[config.mk]
export PLATFORM = sky130hd
export DESIGN_NAME = alu_seq_mul
export DESIGN_NICKNAME = d
export VERILOG_FILES = /design/src/rtl/alu_seq_mul.sv
export SDC_FILE = /design/constraint.sdc
export NUM_CORES = 1
export LEC_CHECK = 0
export BUFFER_PORTS_ARGS = -buffer_cell sky130_fd_sc_hd__buf_2
export CORE_MARGIN = 2
export CORE_UTILIZATION = 35
export DETAILED_ROUTE_END_ITERATION = 6
export PLACE_DENSITY_LB_ADDON = 0.3
export RECOVER_POWER = 50
export SYNTH_ARGS = -nofsm -noshare
export SYNTH_HDL_FRONTEND = slang
export SYNTH_SLANG_ARGS = --single-unit
export TNS_END_PERCENT = 30
[constraint.sdc]
create_clock -name clk -period 1.77 [get_ports clk]
set_input_delay 0.177 -clock clk [delete_from_list [all_inputs] [get_ports clk]]
set_output_delay 0.177 -clock clk [all_outputs]
set_load 0.01 [all_outputs]
[src/rtl/alu_seq_mul.sv]
// Iterative shift-add multiplier that borrows a shared combinational ALU
// for its accumulate step. Returns the low DATA_LEN bits of a*b.
module alu_seq_mul #(
    parameter int unsigned DATA_LEN = 32,
    parameter int unsigned FUNC_LEN = 4,
    parameter logic [FUNC_LEN-1:0] FUNC_ADD = '0,
    parameter int unsigned CNT_LEN  = $clog2(DATA_LEN + 1)
) (
    input  logic                clk,
    input  logic                rst,
    input  logic                req_valid,
    output logic                req_ready,
    input  logic [DATA_LEN-1:0] req_a,
    input  logic [DATA_LEN-1:0] req_b,
    output logic                resp_valid,
    input  logic                resp_ready,
    output logic [DATA_LEN-1:0] resp_result,
    output logic [DATA_LEN-1:0] alu_a,
    output logic [DATA_LEN-1:0] alu_b,
    output logic [FUNC_LEN-1:0] alu_func,
    input  logic [DATA_LEN-1:0] alu_result
);

    typedef enum logic [1:0] {
        IDLE = 2'd0,
        BUSY = 2'd1,
        DONE = 2'd2
    } state_t;

    localparam logic [CNT_LEN-1:0] CNT_MAX = CNT_LEN'(DATA_LEN);

    state_t              state;
    logic [DATA_LEN-1:0] acc;
    logic [DATA_LEN-1:0] mcand;
    logic [DATA_LEN-1:0] mplier;
    logic [CNT_LEN-1:0]  cnt;
    logic                step;

    // A step happens only while BUSY with multiplier bits left and iterations remaining
    always_comb begin
        step = (state == BUSY) && (mplier != '0) && (cnt != CNT_MAX);
    end

    // ALU operands: accumulate the (possibly masked) multiplicand, idle at zero otherwise
    always_comb begin
        alu_a    = '0;
        alu_b    = '0;
        alu_func = FUNC_ADD;
        if (step) begin
            alu_a = acc;
            alu_b = mplier[0] ? mcand : '0;
        end
    end

    // The accumulator is the result register; it is only observed while resp_valid is set
    always_comb begin
        resp_result = acc;
    end

    // Control FSM and datapath registers with registered handshake outputs
    always_ff @(posedge clk or negedge rst) begin
        if (!rst) begin
            state      <= IDLE;
            acc        <= '0;
            mcand      <= '0;
            mplier     <= '0;
            cnt        <= '0;
            req_ready  <= 1'b1;
            resp_valid <= 1'b0;
        end else begin
            case (state)
                IDLE: begin
                    if (req_valid && req_ready) begin
                        mcand     <= req_a;
                        mplier    <= req_b;
                        acc       <= '0;
                        cnt       <= '0;
                        req_ready <= 1'b0;
                        state     <= BUSY;
                    end
                end
                BUSY: begin
                    if (step) begin
                        acc    <= alu_result;
                        mcand  <= {mcand[DATA_LEN-2:0], 1'b0};
                        mplier <= {1'b0, mplier[DATA_LEN-1:1]};
                        cnt    <= cnt + CNT_LEN'(1);
                    end else begin
                        resp_valid <= 1'b1;
                        state      <= DONE;
                    end
                end
                DONE: begin
                    if (resp_ready) begin
                        resp_valid <= 1'b0;
                        req_ready  <= 1'b1;
                        state      <= IDLE;
                    end
                end
                default: begin
                    resp_valid <= 1'b0;
                    req_ready  <= 1'b1;
                    state      <= IDLE;
                end
            endcase
        end
    end

endmodule

==> results.toml <==
[sta]
slew_viol_final = 0
rsz0062_at_grt = "true"
setup_ws_ns = -0.544
fmaxAchievable_mhz = 432
setup_violations = 165
finalHoldViolations = 0
skew_ns = 0.00820
worst_pin_slew_ns = 0.654
timing.final.crit_share_pct = 131
slew_headroom_pct = 56.4
fin_crit_ns = 2.31

[floorplan]
rows = 44
die_x_um = 127
coreArea_um2 = 14600
io_pins = 202
die_area_um2 = 16100
start_util_pct = 36.2
die_h_um = 127

[synth]
synth.area.top_cells = "dfrtp_1, o221a_2, nand2b_1"
syn_inst = 508
ys_top_cells_by_count = "dfrtp_1, nand2b_1, o221a_2"
synth_edf_count = 0
yosysMostFrequentCell = "dfrtp_1"
ys_ff_latch = 106
seq_area_frac_synth_pct = 50.1
synth-warning-count = 0
netlist_area_um2 = 5300
yosys.area.top_type_share_pct = 49.6
synth_cell_types = 39
synth-main-ff-cell = "dfrtp_1"
yosysTopAreaCell = "dfrtp_1"
synth-async-reset-ratio_pct = 100
synth.avg_cell_area_um2 = 10.4

[cts]
ctsHtreeMaxLevel = 3
cts_buffers = 9
path_clk_slew_ns = 0.07
clkLatencyLatePin_ns = 0.35
clock_sinks = 106
clockBufferDepth = 2
cts_tree = "built"
root_buffer = "clkbuf_16"

[pwr]
power_density_nw_per_um2 = 1730
p_leak_uw = 0.00350
vdd_ir_drop_max_mv = 0.786

[worst_hold_path]
hold_class = "input pin to register"

[cells_and_area]
nets = 839
fin_area_um2 = 7680
instances_no_fill = 926
area_delta_synth_final_pct = 44.9
finish.utilization_pct = 52.4
drive_above_1_share_pct = 52.4
n_antenna_cell = 0

[placed_design]
gp_congestion = 0.812
port_buffers = 197
placedCellCount = 901
place.detailed.hpwl_mm = 10.3
dpl_cell_area_um2 = 6930

[critical_path]
end_kind = "output port"
cp.arrival_ns = 2.14
required_ns = 1.59
crit_path_max_fanout = 28
startpoint_type = "register"
critical_path_class = "register to output port"

[global_routing]
grt_pass1_vias = 4865
overflow = 0
grt_start_max_net_pins = 45
grt_use_total_pct = 18.1
grt_pass1_wl_mm = 23.9
antenna_found_initial = 0

[drt]
postRouteWirelength_mm = 14.7
dr.pass1.iters = 5
vias = 4870
vias_per_cell = 5.26
drt_iter0_drc = 199
post_drt_wl_per_cell_um = 15.9
final_antenna_net_count = 0
drc = 0

[status]
outcome = "finished with violations"
violations = "setup timing"

[run]
cap_violations = 0
-- power by group --
part           switching, uW  internal, uW  total [uW]  leakage (uW)
sequential               856          3540        4400       0.00116
combinational           3090          3680        6770       0.00218
clock                    890          1240        2130      0.000151
-- worst max-delay path: stages (launching register included) --
cell and delay, ns:
dfrtp_1 0.41, nor4_4 0.31, nand4_1 0.26, o21ai_4 0.23, nor2_4 0.08, buf_12 0.16
and3_1 0.19, buf_2 0.14
-- sequential cells by signal, indices dropped and copies added (netlist names) --
signal and count:
req_ready 1, cnt 6, resp_valid 1, resp_result 32, mplier 32, mcand 32, state 2
-- cell type report --
cell class	instances	area, um^2
Timing Repair Buffer	267	1870
Multi-Input combinational cell	348	2590
Clock inverter	7	93.8
Inverter	5	18.8
Clock buffer	9	225
Fill cell	1306	6970
Sequential cell	106	2650
Tap cell	184	230
-- cell usage in the layout (no fill, tap or decap), types with 5 or more instances in the layout --
master / instances
dfrtp_1: 105
nor2_1: 12
buf_4: 55
and2_4: 21
nand4_1: 35
mux2i_1: 8
inv_1: 5
and3_4: 13
buf_2: 162
o21ai_0: 9
and3_1: 19
nand2_1: 37
and2_1: 11
a22oi_2: 5
o221a_2: 50
nand2b_1: 54
o21ai_1: 26
buf_6: 35
buf_12: 11
clkbuf_16: 9
-- metal layers --
layer	GRT usage, %	up-vias	wire length [um]
met5	0	-	0
met4	5.17	0	131
met3	3.98	12	1030
met2	28.9	181	6840
met1	24.9	2361	6680
li1	-	2316	-
-- logic make-up (layout without fill, tap and decap cells) --
| logic type | after synthesis | after routing | synth area share (%) |
|---|---|---|---|
| muxes | 11 | 11 | 2.15 |
| and+or+nand+nor | 221 | 221 | 24.1 |
| AOI/OAI and AO/OA | 110 | 110 | 17.7 |
| buffers and inverters | 57 | 288 | 5.41 |
| adders and majority gates | 2 | 2 | 0.472 |
| DFF | 106 | 106 | 50.1 |
| other | 1 | 4 | 0.0708 |
-- repair_timing --
action                     4_1_cts  5_1_grt
cloned                           0        0
resized for setup               68       29
hold endpoints to repair        21        0
hold buffers                     1        0
pin swaps                       38       18
buffers inserted                 7        1
setup endpoints to repair      166      169
-- final timing paths --
| kind | end | cells after the start | slack [ns] | start |
|---|---|---|---|---|
| worst min register to register | mcand[31]$_DFFE_PN0P_ | 1 | 0.52 | mcand[31]$_DFFE_PN0P_ |
| worst min-delay path | state[1]$_DFFE_PN0P_ | 2 | 0.03 | resp_ready |
| max in group asynchronous | mplier[13]$_DFFE_PN0P_ | 3 | 0.37 | rst |
| worst max-delay path | alu_b[29] | 7 | -0.54 | mplier[11]$_DFFE_PN0P_ |
| min in group asynchronous | mcand[23]$_DFFE_PN0P_ | 2 | 0.41 | rst |
| worst max register to register | mplier[24]$_DFFE_PN0P_ | 7 | -0.34 | mplier[11]$_DFFE_PN0P_ |
-- metrics by stage --
step | setup TNS, ns | total power (uW) | hold WS (ns) | setup WS, ns
5_1_grt | -78.16 | 14300 | 0.0384 | -0.686
4_1_cts | -57.35 | 13100 | 0.0131 | -0.562
6_report | -56.58 | 13300 | 0.0297 | -0.544
2_1_floorplan | -0.309 | 7820 | -0.119 | -0.0153
3_5_place_dp | -51.19 | 10400 | 0.127 | -0.403
3_3_place_gp | -49.56 | 10200 | 0.124 | -0.382
Power figures use the tool's default switching activity.
